[src/rtl/mac_pkg.sv]
// ---------------------------------------------------------------------------
// mac_pkg
// Shared constants and types for the Ethernet MAC receive path.
//   ETH_PREAMBLE / ETH_SFD : preamble and start-of-frame delimiter bytes
//   MIN_LEN_DEFAULT        : shortest legal frame, bytes after SFD incl. FCS
//   MAX_LEN_DEFAULT        : longest legal frame, bytes after SFD incl. FCS
//   rx_state_t             : receive framer FSM states
// ---------------------------------------------------------------------------
package mac_pkg;

    localparam logic [7:0] ETH_PREAMBLE    = 8'h55;
    localparam logic [7:0] ETH_SFD         = 8'hD5;
    localparam int         MIN_LEN_DEFAULT = 64;
    localparam int         MAX_LEN_DEFAULT = 1518;

    typedef enum logic [1:0] {
        ST_IDLE     = 2'd0,
        ST_PREAMBLE = 2'd1,
        ST_PAYLOAD  = 2'd2,
        ST_DROP     = 2'd3
    } rx_state_t;

endpackage

[src/rtl/mac_rx_framer.sv]
// ---------------------------------------------------------------------------
// mac_rx_framer
// Strips preamble/SFD from the RGMII receive byte stream and presents the
// frame (destination MAC through FCS) as a valid/last stream, flagging bad
// frames on the last beat and pulsing per-frame statistics.
//
// Ports
//   clk            in   receive clock (RGMII RX clock domain)
//   rst            in   synchronous active-high reset
//   rx_data[7:0]   in   received byte
//   rx_valid       in   RX_DV
//   rx_error       in   RX_ER
//   m_data[7:0]    out  frame byte
//   m_valid        out  m_data valid
//   m_last         out  last byte of frame
//   m_user         out  frame bad (qualified by m_last)
//   stat_frame_ok  out  pulse: good frame completed
//   stat_frame_bad out  pulse: bad frame completed
//   stat_len[10:0] out  byte count of last completed frame
// ---------------------------------------------------------------------------
module mac_rx_framer
    import mac_pkg::*;
#(
    parameter int MIN_LEN = MIN_LEN_DEFAULT,
    parameter int MAX_LEN = MAX_LEN_DEFAULT
) (
    input  logic        clk,
    input  logic        rst,
    input  logic [7:0]  rx_data,
    input  logic        rx_valid,
    input  logic        rx_error,
    output logic [7:0]  m_data,
    output logic        m_valid,
    output logic        m_last,
    output logic        m_user,
    output logic        stat_frame_ok,
    output logic        stat_frame_bad,
    output logic [10:0] stat_len
);

    localparam logic [10:0] MIN_LEN_W = 11'(MIN_LEN);
    localparam logic [10:0] MAX_LEN_W = 11'(MAX_LEN);

    rx_state_t   state;

    // One-byte hold stage: a byte is only released once we know whether it
    // is the last one, which is what lets m_last sit on the final byte.
    logic [7:0]  hold_data_p0;
    logic        hold_vld_p0;
    logic [10:0] len_p0;
    logic        err_p0;

    // Length counter saturates instead of wrapping on oversize frames.
    function automatic logic [10:0] len_sat_inc(input logic [10:0] len);
        return (len == 11'h7FF) ? len : len + 11'd1;
    endfunction

    // An empty frame (SFD followed directly by end of frame) is bad too.
    function automatic logic frame_is_bad(input logic        err,
                                          input logic [10:0] len,
                                          input logic        has_byte);
        return err || (len < MIN_LEN_W) || !has_byte;
    endfunction

    always_ff @(posedge clk) begin
        if (rst) begin
            state          <= ST_DROP;
            hold_data_p0   <= '0;
            hold_vld_p0    <= 1'b0;
            len_p0         <= '0;
            err_p0         <= 1'b0;
            m_data         <= '0;
            m_valid        <= 1'b0;
            m_last         <= 1'b0;
            m_user         <= 1'b0;
            stat_frame_ok  <= 1'b0;
            stat_frame_bad <= 1'b0;
            stat_len       <= '0;
        end else begin
            m_valid        <= 1'b0;
            m_last         <= 1'b0;
            m_user         <= 1'b0;
            stat_frame_ok  <= 1'b0;
            stat_frame_bad <= 1'b0;

            case (state)
                ST_IDLE: begin
                    if (rx_valid) begin
                        state <= (rx_data == ETH_PREAMBLE) ? ST_PREAMBLE : ST_DROP;
                    end
                end

                ST_PREAMBLE: begin
                    if (!rx_valid) begin
                        state <= ST_IDLE;
                    end else if (rx_data == ETH_SFD) begin
                        state       <= ST_PAYLOAD;
                        len_p0      <= '0;
                        err_p0      <= 1'b0;
                        hold_vld_p0 <= 1'b0;
                    end else if (rx_data != ETH_PREAMBLE) begin
                        state <= ST_DROP;
                    end
                end

                ST_PAYLOAD: begin
                    if (rx_valid && (len_p0 == MAX_LEN_W)) begin
                        // Oversize: close the frame on the held byte, discard
                        // the rest until the line goes idle.
                        m_data         <= hold_data_p0;
                        m_valid        <= hold_vld_p0;
                        m_last         <= hold_vld_p0;
                        m_user         <= hold_vld_p0;
                        stat_frame_bad <= 1'b1;
                        stat_len       <= len_p0;
                        hold_vld_p0    <= 1'b0;
                        state          <= ST_DROP;
                    end else if (rx_valid) begin
                        hold_data_p0 <= rx_data;
                        hold_vld_p0  <= 1'b1;
                        len_p0       <= len_sat_inc(len_p0);
                        if (rx_error) begin
                            err_p0 <= 1'b1;
                        end
                        if (hold_vld_p0) begin
                            m_data  <= hold_data_p0;
                            m_valid <= 1'b1;
                        end
                    end else begin
                        // End of frame: flush the held byte as the last beat.
                        m_data         <= hold_data_p0;
                        m_valid        <= hold_vld_p0;
                        m_last         <= hold_vld_p0;
                        m_user         <= hold_vld_p0 &&
                                          frame_is_bad(err_p0, len_p0, hold_vld_p0);
                        stat_frame_ok  <= !frame_is_bad(err_p0, len_p0, hold_vld_p0);
                        stat_frame_bad <= frame_is_bad(err_p0, len_p0, hold_vld_p0);
                        stat_len       <= len_p0;
                        hold_vld_p0    <= 1'b0;
                        state          <= ST_IDLE;
                    end
                end

                ST_DROP: begin
                    if (!rx_valid) begin
                        state <= ST_IDLE;
                    end
                end

                default: begin
                    state <= ST_DROP;
                end
            endcase
        end
    end

endmodule

[config.mk]
export PLATFORM = sky130hd
export DESIGN_NAME = mac_rx_framer
export DESIGN_NICKNAME = d
export VERILOG_FILES = /design/src/rtl/mac_pkg.sv /design/src/rtl/mac_rx_framer.sv
export SDC_FILE = /design/constraint.sdc
export NUM_CORES = 1
export LEC_CHECK = 0
export ABC_CLOCK_PERIOD_IN_PS = 3400
export CORE_ASPECT_RATIO = 1.25
export CORE_MARGIN = 5
export CORE_UTILIZATION = 30
export CTS_BUF_LIST = sky130_fd_sc_hd__clkbuf_2
export DETAILED_ROUTE_END_ITERATION = 7
export PLACE_DENSITY_LB_ADDON = 0.08
export SYNTH_ARGS = -nofsm -noshare
export SYNTH_HDL_FRONTEND = slang
export SYNTH_SLANG_ARGS = --single-unit
[constraint.sdc]
create_clock -name clk -period 3.4 [get_ports clk]
set_input_delay 0.68 -clock clk [delete_from_list [all_inputs] [get_ports clk]]
set_output_delay 0.68 -clock clk [all_outputs]
set_load 0.005 [all_outputs]
==> flow_summary.json <==
{
  "outcome": "finished, final reports clean",
  "r2r-end": "len_p0[7]",
  "place_congestion": 0.693,
  "final_core_util": 0.373,
  "synth_cells": 216,
  "via_count": 1628,
  "cap_violations": 0,
  "worstPathArrival_ps": 2660,
  "syn_area_per_cell_sq_um": 9.08,
  "grt_pass1_vias": 1609,
  "worst-path-max-fanout": 20,
  "antenna_found_initial": 0,
  "rsz0062_at_grt": "false",
  "ys_seq_elements": 47,
  "cp-startpoint": "len_p0[0]",
  "peakVddDrop_uv": 143,
  "cellInternalPower_uw": 639,
  "fin_crit_ps": 2320,
  "cts_buffers": 5,
  "clkSlewWorstSetupHoldPaths_ps": 240,
  "routed_wl_mm": 4.71,
  "seq_power_share": 0.658,
  "nNetsFinal": 261,
  "htree_levels": 2,
  "p_clk_frac": 0.256,
  "cp_cell_sequence": "inv_1, ha_1, and4bb_4, a41oi_4, o211ai_2, or3_1, a21oi_1",
  "async_reset_ff_frac": 0,
  "wire_per_inst_um": 14.1,
  "synth_edf_count": 0,
  "power_switching_uw": 222,
  "setup_viol": 0,
  "syn-cell-area_sq_um": 1960,
  "whs_ps": 474,
  "criticalPathCategory": "reg -> reg",
  "cp_slowest_cell": "dfxtp_1",
  "slew-limit-headroom": 0.531,
  "r2r_cells": 7,
  "slowest_delay_ps": 560,
  "r2r_slack_ps": 1080,
  "grt_max_degree": 30,
  "grt_overflow": 0,
  "syn_nets": 230,
  "hold_viol_final": 0,
  "port_buffers": 35,
  "tightest_slew_ps": 702,
  "row_count": 33,
  "yosysTopAreaCell": "dfxtp_1",
  "synth_top_cell_area_share": 0.480,
  "p_comb_frac": 0.086,
  "p_per_area_nw_per_um2": 356,
  "fillers": 690,
  "antenna_cells": 0,
  "ctsResizeCount": 0,
  "grt_pass1_wl_mm": 7.96,
  "yosysSeqAreaShare": 0.480,
  "die_y_um": 100,
  "ioPinCount": 36,
  "critPathLaunchType": "flop",
  "cts.sinks": 47,
  "insertion_delay_ps": 400,
  "critPathCapture": "len_p0[7]",
  "stdcell_count": 335,
  "finClkSkew_ps": 15.2,
  "postPlaceCellArea_sq_um": 2380,
  "maxSlewViolCount": 0,
  "multiInputGateArea_sq_um": 946,
  "design_area_sq_um": 2420,
  "hp-class": "reg -> reg",
  "setup_tns_ps": 0,
  "initial_core_util": 0.303,
  "die_x_um": 82.3,
  "drive_above_1_share": 0.0726,
  "critPathTopFamily": "compound AO/OA/AOI/OAI gates",
  "postCtsHoldBufs": 0,
  "timing.rr.start": "len_p0[0]",
  "dr.pass1.iters": 5,
  "layout_commonest_cell": "dfxtp_1",
  "syn_to_final_growth_pct": 23.2,
  "crit_buf_inv": 1,
  "layout_common_cells": "47 x dfxtp_1, 35 x clkdlybuf4s50_1, 24 x a21oi_1",
  "clockBufferDepth": 2,
  "clock.fmax_mhz": 431,
  "switching_share": 0.258,
  "tritoncts": "done",
  "vias_per_cell": 4.86,
  "dieArea_sq_um": 8270,
  "hpwlAfterDp_mm": 3.42,
  "leakagePower_nw": 0.905,
  "seq_area_sq_um": 941,
  "root_buffer": "clkbuf_2",
  "synth_ff_type": "dfxtp_1",
  "end_kind": "flop",
  "grt_usage": 0.123,
  "coreArea_sq_um": 6480,
  "required_ps": 3740,
  "synth_cell_types": 34,
  "place_inst": 327,
  "drc_errors": 0,
  "ys_warn_count": 0,
  "synth_area_leaders": "dfxtp_1 48%, mux2i_1 8.7%, a21oi_1 6.1%, nand3_1 4.3%, nor2_1 3.8%",
  "drtAntennaViolNets": 0,
  "cp_num_cells": 7,
  "dr.first_iter.drc_count": 33,
  "post-cts-setup-buffers": 0,
  "fin_crit_sh": 0.682
}
[layer usage]
layer	track usage	wire length (um)
met5	0	0
met1	0.146	2050
met4	0.0371	31
met2	0.213	2430
met3	0.0314	193
[how the worst min path moves through the flow]
stage                            from     endpoint  depth (start not counted)
after CTS                 stat_len[0]  stat_len[0]                          2
after floorplan           stat_len[0]  stat_len[0]                          2
after global routing      stat_len[0]  stat_len[0]                          2
after global placement    stat_len[0]  stat_len[0]                          2
after detailed placement  stat_len[0]  stat_len[0]                          2
final                     stat_len[0]  stat_len[0]                          2
[kinds of logic (layout without fill, tap and decap cells)]
group,after synthesis,in the layout,share of synthesized area
AND/OR/NAND/NOR,88,88,0.236
flip-flops,47,47,0.480
AO/OA/AOI/OAI,45,45,0.147
multiplexers,17,17,0.0867
buffers and inverters,17,49,0.0383
adder cells (fa/ha/maj),2,2,0.0128
[stage by stage]
| step | total power, mW | worst slack, ps |
|---|---|---|
| final | 0.861 | 1080 |
| after global routing | 0.907 | 836 |
| after CTS | 0.882 | 1060 |
| after detailed placement | 0.652 | 699 |
| after global placement | 0.653 | 719 |
| after floorplan | 0.622 | 1380 |
[cell type report]
class	instances	share of cell area
Sequential cell	47	0.389
Tap cell	87	0.0451
Clock buffer	5	0.0104
Timing Repair Buffer	37	0.151
Clock inverter	3	0.00621
Inverter	4	0.00621
Multi-Input combinational cell	152	0.392
[flip-flops by register name, summed over array words and instances (netlist names), 2 cells and up]
name          count
len_p0           11
stat_len         11
hold_data_p0      8
m_data            8
state             2
[power by group through the flow]
stage               combinational [mW]  clock, mW  sequential (mW)
global placement                0.0757          0            0.577
detailed placement              0.0754          0            0.577
global route                    0.0816      0.257            0.568
CTS                             0.0758      0.239            0.567
floorplan                       0.0470          0            0.575
finish                          0.0741      0.220            0.566
[synth_stat cells (2+ instances only)]
| cell | instances |
|---|---|
| buf_2 | 3 |
| a31o_2 | 2 |
| nor2_1 | 20 |
| o21ai_0 | 11 |
| ha_1 | 2 |
| nand2b_1 | 2 |
| or2_2 | 2 |
| and2_1 | 3 |
| mux2i_1 | 17 |
| nand2_1 | 17 |
| and3_1 | 5 |
| and4bb_2 | 2 |
| dfxtp_1 | 47 |
| nand4_1 | 3 |
| a21oi_1 | 24 |
| inv_1 | 4 |
| buf_1 | 2 |
| nor2b_1 | 2 |
| or3_1 | 11 |
| clkbuf_1 | 7 |
| nand3_1 | 17 |
[worst min-delay path: stages (launching register included)]
cell and delay (ps):
dfxtp_1 370, nand2_1 50, a21oi_1 50
No activity file was read; power rests on OpenSTA's default activity.
